**config.mk**
```make
export PLATFORM = sky130hd
export DESIGN_NAME = song_writer_flat
export DESIGN_NICKNAME = d
export VERILOG_FILES = /design/src/rtl/song_writer_pkg.sv /design/src/rtl/song_writer_if.sv /design/src/rtl/song_writer_beat_counter.sv /design/src/rtl/song_writer.sv /design/src/flat_wrapper.sv
export SDC_FILE = /design/constraint.sdc
export NUM_CORES = 1
export LEC_CHECK = 0
export CORE_UTILIZATION = 28
export CTS_CLUSTER_DIAMETER = 80
export CTS_CLUSTER_SIZE = 20
export DETAILED_ROUTE_END_ITERATION = 12
export GPL_TIMING_DRIVEN = 0
export HOLD_SLACK_MARGIN = 0.15
export PLACE_DENSITY = 0.51
export SLEW_MARGIN = 20
export SYNTH_ARGS = -nofsm -noshare
export SYNTH_HDL_FRONTEND = slang
export SYNTH_SLANG_ARGS = --single-unit
```
**constraint.sdc**
```tcl
create_clock -name clk -period 2.2 [get_ports clk]
set_input_delay 0.44 -clock clk [delete_from_list [all_inputs] [get_ports clk]]
set_output_delay 0.44 -clock clk [all_outputs]
set_load 0.05 [all_outputs]
```
**src/rtl/song_writer_pkg.sv**
```systemverilog
// Shared definitions for the song RAM entry format, common with song_reader.
package song_writer_pkg;

    localparam int SONG_WIDTH     = 7;
    localparam int NOTE_WIDTH     = 6;
    localparam int DURATION_WIDTH = 6;
    localparam int METADATA_WIDTH = 3;
    localparam int SLOT_WIDTH     = 2;
    localparam int ADDR_WIDTH     = SLOT_WIDTH + SONG_WIDTH;
    localparam int ENTRY_WIDTH    = 16;

    // Entry field offsets
    localparam int TYPE_BIT = 15;
    localparam int NOTE_LSB = 9;
    localparam int DUR_LSB  = 3;

    localparam logic TYPE_NOTE    = 1'b0;
    localparam logic TYPE_ADVANCE = 1'b1;
    localparam logic [METADATA_WIDTH-1:0] METADATA = '0;

    typedef enum logic [2:0] {
        ST_IDLE,
        ST_ARMED,
        ST_HELD,
        ST_WR_REST,
        ST_WR_NOTE,
        ST_WR_ADV,
        ST_FULL
    } state_t;

    function automatic logic [ENTRY_WIDTH-1:0] make_entry(
        input logic                      typ,
        input logic [NOTE_WIDTH-1:0]     note,
        input logic [DURATION_WIDTH-1:0] dur
    );
        logic [ENTRY_WIDTH-1:0] e;
        e = '0;
        e[TYPE_BIT]                   = typ;
        e[NOTE_LSB +: NOTE_WIDTH]     = note;
        e[DUR_LSB +: DURATION_WIDTH]  = dur;
        e[METADATA_WIDTH-1:0]         = METADATA;
        return e;
    endfunction

endpackage

```
**src/rtl/song_writer_if.sv**
```systemverilog
// Song RAM write port.
interface song_writer_if;
    import song_writer_pkg::*;

    logic                   wr_en;
    logic [ADDR_WIDTH-1:0]  wr_addr;
    logic [ENTRY_WIDTH-1:0] wr_data;

    modport master (output wr_en, wr_addr, wr_data);
    modport slave  (input  wr_en, wr_addr, wr_data);
endinterface

```
**src/rtl/song_writer_beat_counter.sv**
```systemverilog
// Saturating beat counter: synchronous clear wins over tick.
module song_writer_beat_counter
    import song_writer_pkg::*;
(
    input  logic                      clk,
    input  logic                      reset,
    input  logic                      clear,
    input  logic                      tick,
    output logic [DURATION_WIDTH-1:0] count
);

    localparam logic [DURATION_WIDTH-1:0] COUNT_MAX = '1;

    // Count ticks, holding at the maximum value.
    always_ff @(posedge clk or posedge reset) begin
        if (reset) begin
            count <= '0;
        end else if (clear) begin
            count <= '0;
        end else if (tick && (count != COUNT_MAX)) begin
            count <= count + 1'b1;
        end
    end

endmodule

```
**src/rtl/song_writer.sv**
```systemverilog
// Live recorder: turns key presses timed against beat ticks into song entries.
//
// state      | meaning
// IDLE       | no session; waiting for a record rising edge
// ARMED      | counting the gap before the next key press
// HELD       | counting how long the key is held
// WR_REST    | writing an advance entry for the gap
// WR_NOTE    | writing the note entry
// WR_ADV     | writing the advance entry that follows a note
// FULL       | song slot full; waiting for record to drop
module song_writer
    import song_writer_pkg::*;
(
    input  logic                  clk,
    input  logic                  reset,
    input  logic                  record,
    input  logic [SLOT_WIDTH-1:0] song,
    input  logic                  beat_tick,
    input  logic                  key_pressed,
    input  logic [NOTE_WIDTH-1:0] key_note,
    song_writer_if.master         ram,
    output logic                  recording,
    output logic                  full,
    output logic                  record_done,
    output logic [SONG_WIDTH:0]   entry_count
);

    state_t                    state, next_state;
    logic                      record_q, key_q;
    logic [NOTE_WIDTH-1:0]     note_q, note_latched;
    logic [SLOT_WIDTH-1:0]     song_latched;
    logic [SONG_WIDTH-1:0]     entry_idx;
    logic [DURATION_WIDTH-1:0] beat_count, dur;
    logic                      write, latch_song, latch_note, session_end;
    logic                      counting, count_clear;
    logic [ENTRY_WIDTH-1:0]    data;

    assign counting    = (state == ST_ARMED) || (state == ST_HELD);
    assign count_clear = (next_state != state) &&
                         ((next_state == ST_ARMED) || (next_state == ST_HELD));
    assign dur         = (beat_count == '0) ? {{(DURATION_WIDTH-1){1'b0}}, 1'b1} : beat_count;

    song_writer_beat_counter u_beat_counter (
        .clk   (clk),
        .reset (reset),
        .clear (count_clear),
        .tick  (beat_tick && counting),
        .count (beat_count)
    );

    // Next state, write strobe and entry encoding; a write at the last index forces FULL.
    always_comb begin
        next_state  = state;
        write       = 1'b0;
        data        = '0;
        latch_song  = 1'b0;
        latch_note  = 1'b0;
        session_end = 1'b0;
        case (state)
            ST_IDLE: begin
                if (record && !record_q) begin
                    next_state = ST_ARMED;
                    latch_song = 1'b1;
                end
            end
            ST_ARMED: begin
                if (!record) begin
                    next_state  = ST_IDLE;
                    session_end = 1'b1;
                end else if (key_q) begin
                    latch_note = 1'b1;
                    // A tick in this same cycle still belongs to the gap.
                    next_state = ((beat_count != '0) || beat_tick) ? ST_WR_REST : ST_HELD;
                end
            end
            ST_HELD: begin
                if (!key_q || !record) begin
                    next_state = ST_WR_NOTE;
                end
            end
            ST_WR_REST: begin
                write      = 1'b1;
                data       = make_entry(TYPE_ADVANCE, '0, dur);
                next_state = ST_HELD;
            end
            ST_WR_NOTE: begin
                write      = 1'b1;
                data       = make_entry(TYPE_NOTE, note_latched, dur);
                next_state = ST_WR_ADV;
            end
            ST_WR_ADV: begin
                write = 1'b1;
                data  = make_entry(TYPE_ADVANCE, '0, dur);
                if (record) begin
                    next_state = ST_ARMED;
                end else begin
                    next_state  = ST_IDLE;
                    session_end = 1'b1;
                end
            end
            ST_FULL: begin
                if (!record) begin
                    next_state = ST_IDLE;
                end
            end
            default: next_state = ST_IDLE;
        endcase
        if (write && (entry_idx == '1)) begin
            next_state  = ST_FULL;
            session_end = 1'b1;
        end
    end

    // State register.
    always_ff @(posedge clk or posedge reset) begin
        if (reset) state <= ST_IDLE;
        else       state <= next_state;
    end

    // Input registers used for edge detection and note sampling.
    always_ff @(posedge clk or posedge reset) begin
        if (reset) begin
            record_q <= 1'b0;
            key_q    <= 1'b0;
            note_q   <= '0;
        end else begin
            record_q <= record;
            key_q    <= key_pressed;
            note_q   <= key_note;
        end
    end

    // Session song slot and the note of the current press.
    always_ff @(posedge clk or posedge reset) begin
        if (reset) begin
            song_latched <= '0;
            note_latched <= '0;
        end else begin
            if (latch_song) song_latched <= song;
            if (latch_note) note_latched <= note_q;
        end
    end

    // Write index and per-session entry count.
    always_ff @(posedge clk or posedge reset) begin
        if (reset) begin
            entry_idx   <= '0;
            entry_count <= '0;
        end else if (latch_song) begin
            entry_idx   <= '0;
            entry_count <= '0;
        end else if (write) begin
            entry_idx   <= entry_idx + 1'b1;
            entry_count <= entry_count + 1'b1;
        end
    end

    // One-cycle session-end pulse.
    always_ff @(posedge clk or posedge reset) begin
        if (reset) record_done <= 1'b0;
        else       record_done <= session_end;
    end

    assign ram.wr_en   = write;
    assign ram.wr_addr = {song_latched, entry_idx};
    assign ram.wr_data = data;
    assign recording   = (state != ST_IDLE) && (state != ST_FULL);
    assign full        = (state == ST_FULL);

endmodule

```
**src/flat_wrapper.sv**
```systemverilog
// flat-port wrapper written by rule: the top's interface ports become plain ports
module song_writer_flat import song_writer_pkg::*;
  (clk, reset, record, song, beat_tick, key_pressed, key_note, recording, full, record_done, entry_count, ram_wr_en, ram_wr_addr, ram_wr_data);
  song_writer_if ram_i ();
  input  logic clk;
  input  logic reset;
  input  logic record;
  input  logic [SLOT_WIDTH-1:0] song;
  input  logic beat_tick;
  input  logic key_pressed;
  input  logic [NOTE_WIDTH-1:0] key_note;
  output logic recording;
  output logic full;
  output logic record_done;
  output logic [SONG_WIDTH:0] entry_count;
  output wire logic [$bits(ram_i.wr_en)-1:0] ram_wr_en;
  output wire logic [$bits(ram_i.wr_addr)-1:0] ram_wr_addr;
  output wire logic [$bits(ram_i.wr_data)-1:0] ram_wr_data;
  assign ram_wr_en = ram_i.wr_en;
  assign ram_wr_addr = ram_i.wr_addr;
  assign ram_wr_data = ram_i.wr_data;
  song_writer u_core (.clk(clk), .reset(reset), .record(record), .song(song), .beat_tick(beat_tick), .key_pressed(key_pressed), .key_note(key_note), .ram(ram_i), .recording(recording), .full(full), .record_done(record_done), .entry_count(entry_count));
endmodule
```
# --- Yosys cells after proc, flatten, opt, wreduce, memory -nomap -nowiden ---
# Cells that the tools add are included.
op_classes:
  add_sub_neg: 3
  n_eq_ne: 12
  n_mux: 26
  reduce_logical: 22
ops:
  columns: ["operator", "count"]
  rows:
  - ["$pmux W16 S2", 1]
  - ["$pmux W3 S7", 1]
  - ["$mux W3", 6]
  - ["$mux W6", 3]
  - ["$mux W8", 2]
  - ["$mux W7", 2]
  - ["$mux W1", 11]
  - ["$eq A3 B2 Y1 const B", 3]
  - ["$eq A3 B3 Y1 const B", 3]
  - ["$add A8 B1 Y8 const B", 1]
  - ["$add A7 B1 Y7 const B", 1]
  - ["$eq A7 B7 Y1 const B", 1]
  - ["$add A6 B1 Y6 const B", 1]
  - ["$eq A3 B1 Y1 const B", 2]
  - ["$logic_and A1 B1 Y1", 6]
  - ["$logic_not A6 Y1", 1]
  - ["$ne A6 B6 Y1 const B", 1]
  - ["$reduce_bool A6 Y1", 1]
  - ["$logic_or A1 B1 Y1", 4]
  - ["$reduce_bool A2 Y1", 2]
  - ["$reduce_or A2 Y1", 2]
  - ["$logic_not A1 Y1", 3]
  - ["$logic_not A3 Y1", 1]
  - ["$ne A3 B3 Y1", 1]
  - ["3 further kinds", 3]
word_totals:
  out_inout_bits: 37
  regBits: 41
  wordCells: 73
  in_bits: 13

# --- Depth between registers and ports, before layout ---
# Gate-level depths: netlist (run 1).
logic_depth:
  ltp_word: 11
  ltp_mapped: 7
  depth_no_buf: 7

# --- Hierarchy ---
# From an unflattened synthesis (run 1), not the netlist that was laid out.
hier_totals:
  hier_cells: 210
  area_unflattened_um2: 2239.6
by_module_without_submodules:
  columns: ["mod", "instances", "cells_each", "area_per_inst_um2", "seq_area_each_um2"]
  rows:
  - ["song_writer", 1, 170, 1869.3, 875.8]
  - ["song_writer_beat_counter", 1, 40, 370.4, 150.1]

# --- Worst setup path after synthesis (run 1) ---
# OpenSTA, ideal clock, no wires.
synth_timing:
  kind: "register -> register"
  from: "register u_core.state[0]"
  to: "register u_core.u_beat_counter.count[1]"
  setup_slack_ps: -435
  n_path_buf: 1
  setup_time_ps: 77
  stages_incl_launch_ff: 6
  arrival_ps: 2558
  required_time_ps: 2123
  period_less_slack_ps: 2635
  path_cell_list: "dfrtp_1 -> buf_6 -> nor3b_1 -> a221o_2 -> mux2_4 -> a21oi_1"
synth_between:
  word_cells_on_any_way: 27
  cone_classes: "eq/ne: 9; mux: 9; reduce/logical: 9"
synth_rtl:
  columns: ["element", "line", "rtl"]
  rows:
  - ["start: declaration", "song_writer.sv:28", "state_t state, next_state;"]
  - ["start signal: assignment", "song_writer.sv:117", "else state <= next_state;"]
  - ["$eq A3 B3 Y1 *", null, null]
  - ["named net full", "flat_wrapper.sv:13", "output logic full;"]
  - ["$pmux W3 S7 *", "song_writer.sv:59", "case (state)"]
  - ["$mux W3 *", "song_writer.sv:108", "if (write && (entry_idx == '1)) begin"]
  - ["named net u_core.next_state[1]", "song_writer.sv:28", null]
  - ["$eq A3 B1 Y1 or $eq A3 B2 Y1 (tied branches)", "song_writer.sv:40", "((next_state == ST_ARMED) || (next_state == ST_HELD));"]
  - ["$logic_or A1 B1 Y1", "song_writer.sv:40", null]
  - ["$logic_and A1 B1 Y1 *", "song_writer.sv:39", "assign count_clear = (next_state != state) &&"]
  - ["$mux W6 or $reduce_bool A2 Y1 (tied branches)", null, null]
  - ["end signal: assignment", "song_writer_beat_counter.sv:21", "count <= count + 1'b1;"]
  - ["end: declaration", "song_writer_beat_counter.sv:9", "output logic [DURATION_WIDTH-1:0] count"]
# Mark *: on every way through the listed nets, which the timed path passes. The rest lies on a longest branch.
# A chain may end at the register's enable or synchronous reset.

# --- Worst setup path after layout (run 1) ---
layout_timing:
  from: "register u_core.u_beat_counter.count[0]"
  to: "output ram_wr_data[4]"
layout_between:
  elab_chain_cells: 3
layout_lines:
  columns: ["element", "line", "rtl"]
  rows:
  - ["$logic_not A6 Y1", "song_writer.sv:41", "assign dur = (beat_count == '0) ? {{(DURATION_WIDTH-1){1'b0}}, 1'b1} : beat_count;"]
  - ["$mux W6", "song_writer.sv:41", null]
  - ["$pmux W16 S2", "song_writer.sv:59", null]
  - ["end: declaration", "flat_wrapper.sv:18", "output wire logic [$bits(ram_i.wr_data)-1:0] ram_wr_data;"]
# No other way between the ends.

==> results.toml, run 1 <==
[cts]
clock_path_buffers = 2
cts_hold_buffers = 0
cts.clk_slew.worst_paths_ns = 0.08
clock-sinks = 41
numCtsBuffers = 5
root_buffer = "clkbuf_8"
htree_levels = 2
cts_tree = "done"
clk_latency_ns = 0.29

[critical_path]
rr_worst_depth = 8
required_ns = 1.76
cp-start-kind = "flop"
crit_path_max_fanout = 2
worstPathCellList = "inv_2, ha_4, nand2b_4, or4_4, and3_4, buf_8"
r2r_start = "u_core.u_beat_counter.count[0]"
reg2reg_setup_slack_ns = 0.22
rr_endpoint = "u_core.u_beat_counter.count[5]"
crit_arrival_ns = 1.72
crit_start = "u_core.u_beat_counter.count[0]"
worstSetupEndpointType = "primary output"
critPathMaxStageDelay_ns = 0.42
crit_slowest_cell = "or4_4"
worstSetupPathType = "reg -> out"

[yosys]
synth_cells = 193
syn_avg_cell_area_um2 = 10.7
synth_xor_area_share_pct = 7.22
synth-compound-area-share_pct = 9.59
synth-edff-count = 0
synth_top_area_cell = "dfrtp_1"
synth_top_family_by_area = "simple AND/OR/NAND/NOR gates"
synth-seq-cells = 41
syn_area_mm2 = 0.00206
synth_cell_types = 47
synth_area_leaders = "dfrtp_1 50%, xor2_1 4.7%, mux2_2 4.4%, nand2_1 3.5%, a21oi_1 3.2%"
yosys.area.top_type_share_pct = 49.8
synth-simple-area-share_pct = 20.4
yosys.area_share.adder_pct = 2.97
synth-main-ff-cell = "dfrtp_1"
yosys_warnings = 0
synthArstFlopShare_pct = 100
synth_mux_area_share_pct = 5.10
ys_seq_area_share_pct = 49.8

[global_routing]
overflow = 0
grt_pass1_vias = 1554
antenna_found_initial = 0
grt_pass1_wl_um = 7650
grt_usage_pct = 12.9
grt_max_degree = 27

[sta]
final.period_utilization_pct = 98.1
skew_ns = 0.00473
setup_tns_ns = 0
hold_violations = 0
maxSlewHeadroom_pct = 65.5
drv_slew = 0
fin_crit_ns = 2.16
worst_pin_slew_ns = 0.516
rsz0062_at_grt = "yes"
setup_viol = 0
fmax_mhz = 463

[cells_and_area]
synthToLayoutAreaGrowth_pct = 37.2
drive_gt1_share_pct = 28.8
multi_input_area_um2 = 992
final_cell_mix = "40 x dfrtp_1, 29 x clkdlybuf4s50_1, 19 x nand2_1, 15 x nor2_1, 14 x buf_4"
nets = 273
utilization_pct = 40.7
antenna_cells = 0
instances_no_fill = 353
fillers = 723
final_common_cell = "dfrtp_1"
fin_area_mm2 = 0.00283
register_area_mm2 = 0.00103

[placement]
dp_cells = 338
io_buffers = 46
hpwl_um = 3250
place_congestion = 0.746
placed_cell_area_mm2 = 0.00268

[die]
io-pin-count = 50
core-area_mm2 = 0.00694
dieWidth_um = 87.8
initial_utilization_pct = 29.7
dieArea_mm2 = 0.00771
rows = 30
fp.dieH_um = 87.8

[route]
ant_nets = 0
wl_um = 4520
routed-via-count = 1572
via_per_inst = 4.45
drc_errors = 0
wl_per_cell_um = 12.8
drt-initial-drc-count = 35
dr.pass1.iters = 4

[worst_hold_path]
worstHoldEndpoint = "u_core.record_q"
min_path_type = "in -> reg"
holdPathStages = 1
hp-start = "record"

[flow_run]
maxCapViolations = 0

[pwr]
max-vdd-ir-drop_mv = 0.555
p_total_mw = 3.53
leakage_nw = 1.26
p_per_area_mw_per_mm2 = 1250

[status]
status = "finished, final reports clean"
## sequential cells by signal, summed over array words and instances (netlist names)
name and count:
u_core.entry_count 8, u_core.entry_idx 7, u_core.key_q 1, u_core.note_latched 6
u_core.note_q 6, u_core.record_done 1, u_core.record_q 1, u_core.song_latched 2
u_core.state 3, u_core.u_beat_counter.count 6
## critical path, delay by kind of cell (launching register included)
family | cells | cell delay [ns]
adder cells (fa/ha/maj) | 1 | 0.14
flip-flops | 1 | 0.40
buffers and inverters | 2 | 0.23
AND/OR/NAND/NOR | 3 | 0.66
## cell usage after synthesis, drive strengths merged (2+ instances only)
cell,instances
and2,11
nor2b,2
o21a,2
inv,7
a21oi,14
nand2b,3
nand2,19
mux2,9
and3,6
and2b,2
clkbuf,3
ha,4
buf,7
or2b,2
o31a,2
or3,3
dfrtp,41
nor3,2
nand4,4
o21ai,3
xor2,11
xnor2,6
nor2,16
## cells by family (layout without fill, tap and decap cells)
family | after synthesis | count (layout)
XOR/XNOR | 17 | 17
AO/OA/AOI/OAI | 26 | 26
other | 1 | 3
multiplexers | 9 | 9
buffers and inverters | 17 | 79
AND/OR/NAND/NOR | 77 | 77
flip-flops | 41 | 41
adder cells (fa/ha/maj) | 5 | 5
## repair_timing
action                                  in CTS  in global routing
endpoints found under the setup margin      16                 19
resized for setup                           80                 15
setup buffers                                4                  4
pin swaps                                    1                  3
## layer usage
metal | wire [um] | GRT usage (%) | vias up
met1 | 2040 | 16.9 | 757
met2 | 2210 | 21.4 | 38
met4 | 31 | 3.43 | 0
met3 | 238 | 3.02 | 4
met5 | 0 | 0 | -
li1 | - | - | 773
## how the worst max path moves through the flow
| stage | end | slack, ns | cells after the start |
|---|---|---|---|
| after floorplan | ram_wr_data[5] | -0.002 | 6 |
| after global placement | ram_wr_data[4] | -0.70 | 7 |
| after detailed placement | ram_wr_data[4] | -0.68 | 7 |
| after CTS | ram_wr_data[4] | -0.009 | 6 |
| after global routing | ram_wr_data[4] | -0.02 | 6 |
| final | ram_wr_data[4] | 0.04 | 6 |
## stage by stage
step           hold WS (ns)  setup slack, ns
2_1_floorplan         0.454         -0.00204
3_3_place_gp          0.456           -0.703
3_5_place_dp          0.465           -0.684
4_1_cts               0.430         -0.00913
5_1_grt               0.428          -0.0174
6_report              0.422           0.0408
## report_power, final
part | internal, mW | leakage (nW) | switching, mW | total, mW
Clock | 0.219 | 0.0439 | 0.262 | 0.481
Sequential | 0.936 | 0.526 | 0.139 | 1.08
Combinational | 0.789 | 0.691 | 1.19 | 1.97
Total | 1.94 | 1.26 | 1.59 | 3.53
## layout make-up
| type | count | area share [%] |
|---|---|---|
| clock buffers | 5 | 2.43 |
| multi-input cells | 137 | 35.1 |
| inverters | 7 | 1.11 |
| plain buffers | 9 | 2.43 |
| well taps | 96 | 4.25 |
| repair buffers | 55 | 17.8 |
| clock inverters | 3 | 0.619 |
| flip-flops and latches | 41 | 36.3 |
(Power assumes the default switching activity.)
==> run 2: changes to the inputs <==
--- a/config.mk
+++ b/config.mk
@@ -7,7 +7,6 @@
 export LEC_CHECK = 0
 export CORE_UTILIZATION = 28
 export CTS_CLUSTER_DIAMETER = 80
-export CTS_CLUSTER_SIZE = 20
 export DETAILED_ROUTE_END_ITERATION = 12
 export GPL_TIMING_DRIVEN = 0
 export HOLD_SLACK_MARGIN = 0.15
==> results of run 2 <==
The final DEF is identical to that of run 1; final timing and power are the same.
